## src/rtl/axis_rr_arbiter_if.sv

```systemverilog
`default_nettype none
// ============================================================================
// axis_rr_arbiter_if : merged-stream bundle (CHANNELS inputs, one output)
// Rev 1.0
// ============================================================================
interface axis_rr_arbiter_if #(
   parameter int DATA_WIDTH = 8,
   parameter int CHANNELS   = 4,
   parameter int CHAN_WIDTH = 2
);
   logic [CHANNELS*DATA_WIDTH-1:0] idata;
   logic [CHANNELS-1:0]            ivalid;
   logic [CHANNELS-1:0]            ilast;
   logic [CHANNELS-1:0]            iready;
   logic [DATA_WIDTH-1:0]          odata;
   logic                           olast;
   logic [CHAN_WIDTH-1:0]          ochan;
   logic                           ovalid;
   logic                           oready;

   // master: the arbiter; slave: the attached sources and sink
   modport master (
      input  idata, ivalid, ilast, oready,
      output iready, odata, olast, ochan, ovalid
   );
   modport slave (
      output idata, ivalid, ilast, oready,
      input  iready, odata, olast, ochan, ovalid
   );
endinterface
`default_nettype wire

```

## src/rtl/axis_rr_arbiter.sv

```systemverilog
`default_nettype none
// ============================================================================
// axis_rr_arbiter : packet-aware round-robin merge into a registered stream
// Rev 1.0
// ============================================================================
module axis_rr_arbiter #(
   parameter int DATA_WIDTH = 8,
   parameter int CHANNELS   = 4,
   parameter int CHAN_WIDTH = 2
) (
   input wire logic          clock,
   input wire logic          resetn,
   axis_rr_arbiter_if.master bus
);
   typedef enum logic [0:0] {ST_IDLE = 1'b0, ST_LOCKED = 1'b1} state_t;

   state_t                  state_q, state_d;
   logic [CHAN_WIDTH-1:0]   grant_q, grant_d;
   logic [CHAN_WIDTH-1:0]   ptr_q, ptr_d;
   logic                    ovalid_q, ovalid_d;
   logic [DATA_WIDTH-1:0]   odata_q, odata_d;
   logic                    olast_q, olast_d;
   logic [CHAN_WIDTH-1:0]   ochan_q, ochan_d;

   logic [CHAN_WIDTH-1:0]   sel;
   logic [CHAN_WIDTH:0]     sum;
   logic [CHAN_WIDTH-1:0]   cand;
   logic                    have_sel;
   logic                    sel_valid;
   logic                    sel_last;
   logic [DATA_WIDTH-1:0]   sel_data;
   logic                    load;
   logic                    give;
   logic                    accept;
   logic [CHANNELS-1:0]     iready;

   always_comb begin
      state_d  = state_q;
      grant_d  = grant_q;
      ptr_d    = ptr_q;
      ovalid_d = ovalid_q;
      odata_d  = odata_q;
      olast_d  = olast_q;
      ochan_d  = ochan_q;
      sel      = grant_q;
      have_sel = (state_q == ST_LOCKED);
      sum      = '0;
      cand     = '0;

      // Rotating scan from ptr; the sum never exceeds 2*CHANNELS-2 so one subtract wraps it
      if (state_q == ST_IDLE) begin
         for (int i = 0; i < CHANNELS; i++) begin
            sum = {1'b0, ptr_q} + (CHAN_WIDTH+1)'(i);
            if (sum >= (CHAN_WIDTH+1)'(CHANNELS))
               sum = sum - (CHAN_WIDTH+1)'(CHANNELS);
            cand = sum[CHAN_WIDTH-1:0];
            if (!have_sel && bus.ivalid[cand]) begin
               have_sel = 1'b1;
               sel      = cand;
            end
         end
      end

      sel_valid = 1'b0;
      sel_last  = 1'b0;
      sel_data  = '0;
      for (int k = 0; k < CHANNELS; k++) begin
         if (sel == CHAN_WIDTH'(k)) begin
            sel_valid = bus.ivalid[k];
            sel_last  = bus.ilast[k];
            sel_data  = bus.idata[k*DATA_WIDTH +: DATA_WIDTH];
         end
      end

      load   = !ovalid_q || bus.oready;
      // A locked grant keeps ready up even while its source is idle, so no one else sneaks in
      give   = resetn && have_sel && load;
      accept = give && sel_valid;
      for (int k = 0; k < CHANNELS; k++)
         iready[k] = give && (sel == CHAN_WIDTH'(k));

      if (accept) begin
         ovalid_d = 1'b1;
         odata_d  = sel_data;
         olast_d  = sel_last;
         ochan_d  = sel;
         if (sel_last) begin
            state_d = ST_IDLE;
            ptr_d   = (sel == CHAN_WIDTH'(CHANNELS-1)) ? '0 : sel + CHAN_WIDTH'(1);
         end else begin
            state_d = ST_LOCKED;
            grant_d = sel;
         end
      end else if (load) begin
         ovalid_d = 1'b0;
      end
   end

   always_ff @(posedge clock or negedge resetn) begin
      if (!resetn) begin
         state_q  <= ST_IDLE;
         grant_q  <= '0;
         ptr_q    <= '0;
         ovalid_q <= 1'b0;
      end else begin
         state_q  <= state_d;
         grant_q  <= grant_d;
         ptr_q    <= ptr_d;
         ovalid_q <= ovalid_d;
      end
   end

   // Payload is qualified by ovalid, so it carries no reset
   always_ff @(posedge clock) begin
      odata_q <= odata_d;
      olast_q <= olast_d;
      ochan_q <= ochan_d;
   end

   assign bus.iready = iready;
   assign bus.odata  = odata_q;
   assign bus.olast  = olast_q;
   assign bus.ochan  = ochan_q;
   assign bus.ovalid = ovalid_q;

`ifdef FORMAL
   logic r_f_past_valid = 1'b0;
   always @(posedge clock)
      r_f_past_valid <= 1'b1;

   always @(posedge clock) begin
      if (!r_f_past_valid)
         assume (!resetn);
      if (resetn) begin
         assert ($onehot0(iready));
         assert (state_q == ST_IDLE || int'(grant_q) < CHANNELS);
         if (r_f_past_valid && $past(resetn) && $past(ovalid_q && !bus.oready))
            assert (ovalid_q && odata_q == $past(odata_q) &&
                    olast_q == $past(olast_q) && ochan_q == $past(ochan_q));
      end
   end
`endif
endmodule
`default_nettype wire
```

## src/flat_wrapper.sv

```systemverilog
// flat-port wrapper written by rule: the top's interface ports become plain ports
module axis_rr_arbiter_flat 
#(
   parameter int DATA_WIDTH = 8,
   parameter int CHANNELS   = 4,
   parameter int CHAN_WIDTH = 2
)
  (clock, resetn, bus_idata, bus_ivalid, bus_ilast, bus_oready, bus_iready, bus_odata, bus_olast, bus_ochan, bus_ovalid);
  axis_rr_arbiter_if #(.DATA_WIDTH(DATA_WIDTH), .CHANNELS(CHANNELS), .CHAN_WIDTH(CHAN_WIDTH)) bus_i ();
  input wire logic clock;
  input wire logic resetn;
  input wire logic [$bits(bus_i.idata)-1:0] bus_idata;
  input wire logic [$bits(bus_i.ivalid)-1:0] bus_ivalid;
  input wire logic [$bits(bus_i.ilast)-1:0] bus_ilast;
  input wire logic [$bits(bus_i.oready)-1:0] bus_oready;
  output wire logic [$bits(bus_i.iready)-1:0] bus_iready;
  output wire logic [$bits(bus_i.odata)-1:0] bus_odata;
  output wire logic [$bits(bus_i.olast)-1:0] bus_olast;
  output wire logic [$bits(bus_i.ochan)-1:0] bus_ochan;
  output wire logic [$bits(bus_i.ovalid)-1:0] bus_ovalid;
  assign bus_i.idata = bus_idata;
  assign bus_i.ivalid = bus_ivalid;
  assign bus_i.ilast = bus_ilast;
  assign bus_i.oready = bus_oready;
  assign bus_iready = bus_i.iready;
  assign bus_odata = bus_i.odata;
  assign bus_olast = bus_i.olast;
  assign bus_ochan = bus_i.ochan;
  assign bus_ovalid = bus_i.ovalid;
  axis_rr_arbiter #(.DATA_WIDTH(DATA_WIDTH), .CHANNELS(CHANNELS), .CHAN_WIDTH(CHAN_WIDTH)) u_core (.clock(clock), .resetn(resetn), .bus(bus_i));
endmodule
```

## config.mk

```make
export PLATFORM = sky130hd
export DESIGN_NAME = axis_rr_arbiter_flat
export DESIGN_NICKNAME = d
export VERILOG_FILES = /design/src/rtl/axis_rr_arbiter_if.sv /design/src/rtl/axis_rr_arbiter.sv /design/src/flat_wrapper.sv
export SDC_FILE = /design/constraint.sdc
export NUM_CORES = 1
export LEC_CHECK = 0
export ABC_CLOCK_PERIOD_IN_PS = 9460
export BUFFER_PORTS_ARGS = -buffer_cell sky130_fd_sc_hd__buf_4
export CAP_MARGIN = 0
export CORE_MARGIN = 2
export CORE_UTILIZATION = 40
export DETAILED_ROUTE_END_ITERATION = 10
export PLACE_DENSITY = 0.7
export SYNTH_ARGS = -nofsm -noshare
export SYNTH_HDL_FRONTEND = slang
export SYNTH_SLANG_ARGS = --single-unit
```

## constraint.sdc

```tcl
create_clock -name clock -period 9.46 [get_ports clock]
set_clock_uncertainty 0.1 [all_clocks]
set_input_delay 0 -clock clock [delete_from_list [all_inputs] [get_ports clock]]
set_output_delay 0 -clock clock [all_outputs]
set_load 0.02 [all_outputs]
```

Word-level counts from Yosys, hierarchy flattened
Index checks and enable logic that the tools add are counted.
{"block": "totals", "word_cells": 93, "output_inout_bits": 16, "register_bits": 17, "input_bits": 43}
{"block": "op_classes", "n_addsub": 8, "muxes": 45, "n_eq_ne": 3, "magnitude_cmp": 8, "n_reduce_logical": 21, "bitwise": 1}
{"op": "$mux 8", "n": 4}
{"op": "$mux 2", "n": 14}
{"op": "$mux 1", "n": 23}
{"op": "$lt 2x3->1 const B", "n": 4}
{"op": "$logic_and 1x1->1", "n": 11}
{"op": "$ge 3x3->1 const B", "n": 3}
{"op": "$bmux 1 s2", "n": 4}
{"op": "$sub 2x1->2 const B", "n": 4}
{"op": "$add 2x2->3 const B", "n": 2}
{"op": "$logic_not 1->1", "n": 5}
{"op": "$eq 2x2->1 const B", "n": 2}
{"op": "$reduce_and 2->1", "n": 2}
{"op": "$add 2x1->3 const B", "n": 1}
{"op": "$ge 2x3->1 const B", "n": 1}
{"op": "$add 2x1->2 const B", "n": 1}
{"op": "$eq 2x1->1 const B", "n": 1}
{"op": "$logic_not 2->1", "n": 1}
{"op": "$reduce_bool 2->1", "n": 1}
{"op": "$logic_or 1x1->1", "n": 1}
{"op": "$not 1->1", "n": 1}

Longest topological paths before layout
Gate-level depths: netlist (run 1).
{"block": "logic_depth", "word_depth": 27, "mapped_depth": 14, "depth_no_buf": 12}

Worst setup path before layout (run 1)
No wires, ideal clock.
{"block": "synth_path", "kind": "reg2reg", "start": "reg u_core.ptr_q[0]", "end": "reg u_core.ptr_q[1]", "path_stages_with_launch": 15, "synth_period_minus_slack_ns": 3.537, "setup_slack_ns": 5.923, "n_path_buf": 2, "arrival_ns": 3.313, "required_ns": 9.235, "setup_ns": 0.125, "path_cell_list": "dfrtp_1 buf_2 mux2i_1 o221ai_1 a2bb2o_1 a32oi_1 inv_1 ha_1 clkbuf_1 a211oi_1 o21ai_0 nand4_1 inv_1 nand2_1 mux2_2"}
{"block": "synth_between", "elab_chain_cells": 27, "word_cells_on_any_way": 65, "cone_classes": "add/sub: 8; order compare: 4; eq/ne: 3; mux: 38; reduce/logical: 12"}
{"item": "from (decl)", "line": "axis_rr_arbiter.sv:19", "text": "logic [CHAN_WIDTH-1:0] ptr_q, ptr_d;"}
{"item": "from (signal assigned)", "line": "axis_rr_arbiter.sv:108", "text": "ptr_q <= ptr_d;"}
{"item": "$ge 2x3->1 / $sub 2x1->2 (equally long branches)", "line": "axis_rr_arbiter.sv:54, axis_rr_arbiter.sv:55"}
{"item": "$mux 2", "line": "axis_rr_arbiter.sv:54", "text": "if (sum >= (CHAN_WIDTH+1)'(CHANNELS))"}
{"item": "$mux 2", "line": "axis_rr_arbiter.sv:51", "text": "if (state_q == ST_IDLE) begin"}
{"item": "$bmux 1 s2", "line": "axis_rr_arbiter.sv:57", "text": "if (!have_sel && bus.ivalid[cand]) begin"}
{"item": "$mux 1 (implied by the code)", "line": "axis_rr_arbiter.sv:57"}
{"item": "$logic_and 1x1->1", "line": "axis_rr_arbiter.sv:57"}
{"item": "$mux 1", "line": "axis_rr_arbiter.sv:57"}
{"item": "$mux 1", "line": "axis_rr_arbiter.sv:51"}
{"item": "(+11 left out)"}
{"item": "$mux 2 (*)", "line": "axis_rr_arbiter.sv:51"}
{"item": "via u_core.sel[0]", "line": "axis_rr_arbiter.sv:25", "text": "logic [CHAN_WIDTH-1:0] sel;"}
{"item": "$logic_not 2->1", "line": "axis_rr_arbiter.sv:68", "text": "if (sel == CHAN_WIDTH'(k)) begin"}
{"item": "$mux 1 (3 in series)", "line": "axis_rr_arbiter.sv:68"}
{"item": "$mux 1 (*)", "line": "axis_rr_arbiter.sv:68"}
{"item": "$logic_and 1x1->1 (*)", "line": "axis_rr_arbiter.sv:78", "text": "accept = give && sel_valid;"}
{"item": "via u_core.accept", "line": "axis_rr_arbiter.sv:34", "text": "logic accept;"}
{"item": "$reduce_and 2->1 (no line) (*)"}
The timed path passes the listed nets; every way through them passes the cells marked *. The select of a mux whose other input is x is not followed.
A chain may end at the register's enable or synchronous reset.

Final worst setup path (run 1)
Ends and elaborated chain as after synthesis.

==> results.ini, run 1 <==
[outcome]
run_status = complete, no violations

[yosys]
muxShareOfSynthArea_pct = 6.69
netlist_area_um2 = 1330
synth-seq-cells = 17
yosysWarnings = 0
syn_inst = 153
synth_simple_gate_area_share_pct = 20.0
synth.avg_cell_area_um2 = 8.68
synth-edff-count = 11
synth_fa_ha_area_share_pct = 3.77
seq_area_frac_synth_pct = 36.2
synth_area_leaders = edfxtp_1, dfrtp_1, o21ai_0
synth_top_area_cell = edfxtp_1
syn_nets = 200
synth-compound-area-share_pct = 28.3
yosysTopAreaCellShare_pct = 24.9
synth.most_common_cell = nand2_1
synthArstFlopShare_pct = 35.3
dominantRegCellSynth = edfxtp_1
yosys.cell_types.count = 44
synth_commonest_cells = nand2_1, nor2_1, o21ai_0
synth_top_family_by_area = compound AO/OA/AOI/OAI gates
synth-xor-area-share_pct = 0

[pwr]
leakagePower_nw = 0.842
ir_drop_v = 0.000193
power_density_nw_per_um2 = 381

[grt]
grt-ovfl-total = 0
grt_max_degree = 23
grt_pass1_wl_um = 6240
antenna_found_initial = 0
track_usage_pct = 22.7
grt_pass1_vias = 1328

[final_layout]
design_area_um2 = 1920
final_nets = 264
multi_input_area_um2 = 779
area.growth.synth_to_final_pct = 44.7
diodes = 0
regArea_um2 = 480
drive_above_1_share_pct = 30.1
nFillCells = 296

[cts]
htree_levels = 1
clockBufferDepth = 2
root_buffer = clkbuf_4
postCtsSetupRepairBufs = 0
cts_tree = yes
numCtsBuffers = 3
cts_sinks = 17
clk_latency_ns = 0.28
path_clk_slew_ns = 0.10

[place]
dpl_worst_slack_ns = 5.19
dp_hpwl_um = 3030
io_buffers = 58
dpl_cell_area_um2 = 1770
place.gp.congestion = 0.875

[die]
die_area_um2 = 3800
die_w_um = 61.6
io_pins = 59
die_h_um = 61.6
coreArea_um2 = 3100
start_util_pct = 42.8
rows = 20

[job]
maxCapViolations = 0

[setup_path]
slowest_delay_ns = 0.68
worstPathArrival_ns = 4.39
critical_path_class = register to register
cpMostUsedCell = inv_1
slowest_stage = dfrtp_1
crit_required_ns = 9.53
path_max_fanout = 21
path_cells = mux2i_1 -> o221ai_1 -> a2bb2o_1 -> a32oi_1 -> inv_1 -> ha_1 -> nor2b_1 -> o21ai_0 -> nand4_1 -> inv_1 -> nand2_1 -> mux2_2
end_kind = register
critPathLaunchType = register

[sta]
worst_slack_ns = 5.14
tightest_slew_ns = 0.625
rsz0062_at_grt = no
fmax_ghz = 0.231
final_max_slew_viol_count = 0
fin_tns_setup_ns = 0
finalCritPeriodShare_pct = 45.7
slew_headroom_pct = 58.3
finalSetupViolations = 0
hold_viol_final = 0
finalCriticalPeriod_ns = 4.32

[route]
drt-initial-drc-count = 51
firstDrtPassIters = 4
ant_nets = 0
vias = 1428
wl_um = 3980
routedWlPerCell_um = 15.3
via_per_inst = 5.49
route.detailed.drc = 0

[hold_path]
hold_class = primary input to register

==> power breakdown <==
group          switching [mW]  total (mW)  internal (mW)  leakage (nW)
registers              0.0407       0.187          0.147         0.177
clock network          0.0218      0.0375         0.0157        0.0177
logic                   0.298       0.506          0.208         0.648
total                   0.360       0.731          0.371         0.842
==> cells in the final DEF (no fill, tap or decap), types with 2 or more instances in the layout <==
cell,instances
mux2_2,2
dlygate4sd3_1,12
inv_1,6
o21ai_0,13
nor3b_1,3
nor2_1,13
a31oi_1,2
and2_1,4
buf_4,58
a21oi_1,11
edfxtp_1,11
ha_1,4
a2111o_1,2
mux2i_1,4
nor2b_1,3
nand2b_1,4
a21o_1,3
dfrtp_1,6
nor3_1,3
o221ai_1,2
clkbuf_4,3
a22oi_1,7
nand2_1,15
nand3b_1,2
a211oi_1,2
==> repair_timing <==
action / CTS / global route
hold buffers: 12 / 0
endpoints found under the hold margin: 15 / 0
gates resized for setup: 0 / 0
==> kinds of logic after synthesis <==
| logic type | Yosys count |
|---|---|
| and+or+nand+nor | 53 |
| DFF | 17 |
| AOI/OAI and AO/OA | 55 |
| buffers and inverters | 17 |
| muxes | 7 |
| adders and majority gates | 4 |
==> worst paths after layout <==
| kind | end | cells past startpoint | slack [ns] | startpoint |
|---|---|---|---|---|
| max in group asynchronous | u_core.grant_q[1] | 3 | 8.47 | resetn |
| max | u_core.ptr_q[1] | 12 | 5.14 | u_core.ptr_q[0] |
| min reg2reg | u_core.bus.ovalid | 2 | 0.51 | u_core.bus.ovalid |
| max reg2reg | u_core.ptr_q[1] | 12 | 5.14 | u_core.ptr_q[0] |
| min in group asynchronous | u_core.grant_q[0] | 3 | 0.58 | resetn |
| min | u_core.bus.odata[1] | 3 | 0.02 | bus_idata[17] |
==> critical path, delay by kind of cell, from the launching register on <==
kind            cells  cell delay [ns]
fa+ha+maj           1             0.45
flops               1             0.68
simple gates        3             0.64
buf+inv             2             0.56
mux                 2             0.68
compound gates      4             1.11
==> area by class of cell <==
cell class / count / share of cell area (%)
multi-input combinational: 119 / 40.6
timing repair buffer: 70 / 28.9
sequential: 17 / 25.0
tap: 44 / 2.87
clock buffer: 3 / 1.17
inverter: 6 / 1.17
clock inverter: 1 / 0.261
==> registers in the layout (all words and copies together), names as in the netlist <==
| register | count |
|---|---|
| u_core.bus.odata | 8 |
| u_core.bus.ochan | 2 |
| u_core.grant_q | 2 |
| u_core.ptr_q | 2 |
| u_core.bus.olast | 1 |
| u_core.bus.ovalid | 1 |
| u_core.state_q | 1 |
==> routing by layer <==
metal / track usage [%] / routed length (um)
met1: 33.1 / 1760
met2: 34.3 / 1830
met3: 2.31 / 297
met4: 9.42 / 87
met5: 0 / 0
==> metrics by stage <==
stage          instances  total power, mW  utilization [%]  hold WS, ns
4_1_cts              260            0.730             61.9      0.00490
3_3_place_gp         244            0.668             57.1       -0.281
2_1_floorplan        153            0.533                -       -0.396
6_report             260            0.731             61.9       0.0248
5_1_grt              260            0.792             61.9       0.0290
3_5_place_dp         244            0.679             57.1       -0.282
Power figures use the tool's default switching activity.
==> inputs of run 2 (changes only) <==
ABC_CLOCK_PERIOD_IN_PS = 3450   (was 9460)
PLACE_DENSITY = 0.72   (was 0.7)
clock period = 3.45 ns   (was 9.46 ns; I/O delays follow)
==> run 2 against run 1 <==
Compared with the run above: count of clock-buffer cells in the layout is the same; highest routed layer unchanged; maximum frequency increased by 26%; total power grew to 3.3 times the previous value; first-iteration DRC count increased by 57%; worst hold slack got worse by 0.0098 ns; global-route usage shrank 0.16 points; register-to-register slack worse by 5.1 ns; combinational power grew to 3.7 times the previous value; die area unchanged; core utilization increased by 7.7 points.
==> results.ini, run 2 (synthesis results as in run 1) <==
[route]
vias = 1526  ; +6.9%
wl_met2_um = 2140  ; +17%
routedWlPerCell_um = 15.4  ; +0.43%
drt-initial-drc-count = 80  ; +57%
wl_met3_um = 285  ; -4.0%
wl_um = 4300  ; +8.2%
route.top_layer_used = met4
route.detailed.drc = 0  ; unchanged
firstDrtPassIters = 4  ; unchanged
via_per_inst = 5.45  ; -0.77%
ant_nets = 0  ; unchanged
wl_met1_um = 1800  ; +2.2%

[place]
dpl_worst_slack_ns = -0.0408  ; -5.23 ns
dpl_cell_area_um2 = 1890  ; +6.8%
place.gp.congestion = 0.832  ; -4.9%
dp_hpwl_um = 3030  ; +0.13%
io_buffers = 58  ; unchanged

[cts]
cts_tree = yes
htree_levels = 1  ; unchanged
clk_latency_ns = 0.30  ; +0.02 ns
root_buffer = clkbuf_4
numCtsBuffers = 3  ; unchanged
cts_sinks = 17  ; unchanged
clockBufferDepth = 2  ; unchanged
path_clk_slew_ns = 0.10  ; about the same

[setup_path]
cp_top_family = compound AO/OA/AOI/OAI gates
critPathLaunchType = register
cp_num_buf_inv = 0  ; -2
end_kind = register
critical_path_class = register to register
slowest_stage = dfrtp_2
crit_required_ns = 3.54  ; -5.99 ns
slowest_delay_ns = 0.46  ; -0.22 ns
critical_path.reg2reg.endpoint = u_core.grant_q[0]
r2r-start = u_core.ptr_q[1]
r2r_slack_ns = 0.02  ; -5.12 ns
path_max_fanout = 7  ; -67%
worstPathArrival_ns = 3.52  ; -0.87 ns
path_cells = and3b_1 -> or3_1 -> a2111o_1 -> a311o_1 -> o21a_2 -> ha_4 -> nor2b_1 -> o21ai_0 -> nand4_1 -> nor2_2 -> mux2_2
rr_worst_depth = 11  ; -1

[sta]
hold_viol_final = 0  ; unchanged
final_max_slew_viol_count = 0  ; unchanged
fmax_ghz = 0.292  ; +26%
finalSetupViolations = 0  ; unchanged
worst_slack_ns = 0.0228  ; -5.12 ns
finalCritPeriodShare_pct = 99.3  ; +54 points
finalCriticalPeriod_ns = 3.43  ; -0.893 ns
whs_ns = 0.0149  ; -0.00984 ns
slew_headroom_pct = 70.2  ; +12 points
tightest_slew_ns = 0.445  ; -0.180 ns

[pwr]
power_density_nw_per_um2 = 1130  ; +200%
leakagePower_nw = 0.941  ; +12%
ir_drop_v = 0.000818  ; +320%
finalPower_mw = 2.44  ; +230%

[die]
start_util_pct = 42.8  ; unchanged
io_pins = 59  ; unchanged
die_h_um = 61.6  ; unchanged
coreArea_um2 = 3100  ; unchanged
rows = 20  ; unchanged
die_w_um = 61.6  ; unchanged
die_area_um2 = 3800  ; unchanged

[grt]
grt_pass1_vias = 1343  ; +1.1%
grt_pass1_wl_um = 6370  ; +2.0%
grt_max_degree = 19  ; -17%
grt-ovfl-total = 0  ; unchanged
track_usage_pct = 22.5  ; -0.16 points
antenna_found_initial = 0  ; unchanged

[final_layout]
largest_reg_flops = 8  ; unchanged
design_area_um2 = 2160  ; +12%
layout_common_cells = buf_4, nand2_1, dlygate4sd3_1
drive_above_1_share_pct = 41.9  ; +12 points
diodes = 0  ; unchanged
final_nets = 284  ; +7.6%
layout_commonest_cell = buf_4
nFillCells = 266  ; -10%
area.growth.synth_to_final_pct = 62.7

[hold_path]
hold_class = primary input to register
hp-start = bus_idata[21]
whs_endpoint = u_core.bus.odata[5]
whs_path_depth = 3  ; unchanged

[job]
maxCapViolations = 0  ; unchanged

[outcome]
run_status = complete, no violations

run 2: cell count changes in the layout (fill, tap and decap cells not counted), sizes merged:
cell	before	now
buf	58	77
dlygate4sd3	12	13
run 2: through the flow:
stage               setup TNS (ns)  util, %  std cells
global placement                 0     61.0        259
finish                           0     69.6        280
CTS                              0     66.6        276
detailed placement          -0.109     61.0        259
global route                 -1.27     69.6        280
floorplan                        0        -        153
run 2: power breakdown:
group	total, mW	leakage [nW]	switching, mW	internal [mW]
sequential	0.489	0.174	0.0844	0.404
combinational	1.85	0.750	0.998	0.849
clock	0.108	0.0177	0.0645	0.0432
total	2.44	0.941	1.15	1.30
run 2: routing by layer:
metal  track usage (%)  vias to the layer above
met2              34.4                       67
li1                  -                      740
met3              4.41                        7
met1              32.5                      712
met4              6.38                        0
met5                 0                        -
run 2: how the worst max path moves through the flow:
stage / depth (start not counted) / end / start
finish: 11 / u_core.grant_q[0] / u_core.ptr_q[1]
global route: 11 / u_core.grant_q[0] / u_core.ptr_q[1]
CTS: 11 / u_core.grant_q[0] / u_core.ptr_q[1]
detailed placement: 11 / u_core.ptr_q[1] / u_core.ptr_q[1]
global placement: 11 / u_core.grant_q[0] / u_core.ptr_q[1]
floorplan: 13 / u_core.ptr_q[1] / u_core.ptr_q[1]
run 2: repair_timing:
| item | in CTS | in global routing |
|---|---|---|
| hold buffers | 13 | 0 |
| endpoints found under the hold margin | 15 | 0 |
| pin swaps | 1 | 4 |
| gates resized for setup | 6 | 14 |
| buffers inserted | 0 | 4 |
| setup endpoints to repair | 7 | 24 |
run 2: cell type report:
cell class                 count  area [um2]  area share, %
timing repair buffer          90         716           33.1
sequential                    17         483           22.4
clock inverter                 1        5.00          0.232
clock buffer                   3        22.5           1.04
multi-input combinational    119         856           39.6
tap                           44        55.1           2.55
inverter                       6        22.5           1.04
run 2: worst register-to-register path, cell delays in order, from the launching register on:
cell      delay, ns
dfrtp_2        0.46
and3b_1        0.19
or3_1          0.34
a2111o_1       0.41
a311o_1        0.37
o21a_2         0.17
ha_4           0.18
nor2b_1        0.12
o21ai_0        0.18
nand4_1        0.24
nor2_2         0.20
mux2_2         0.36
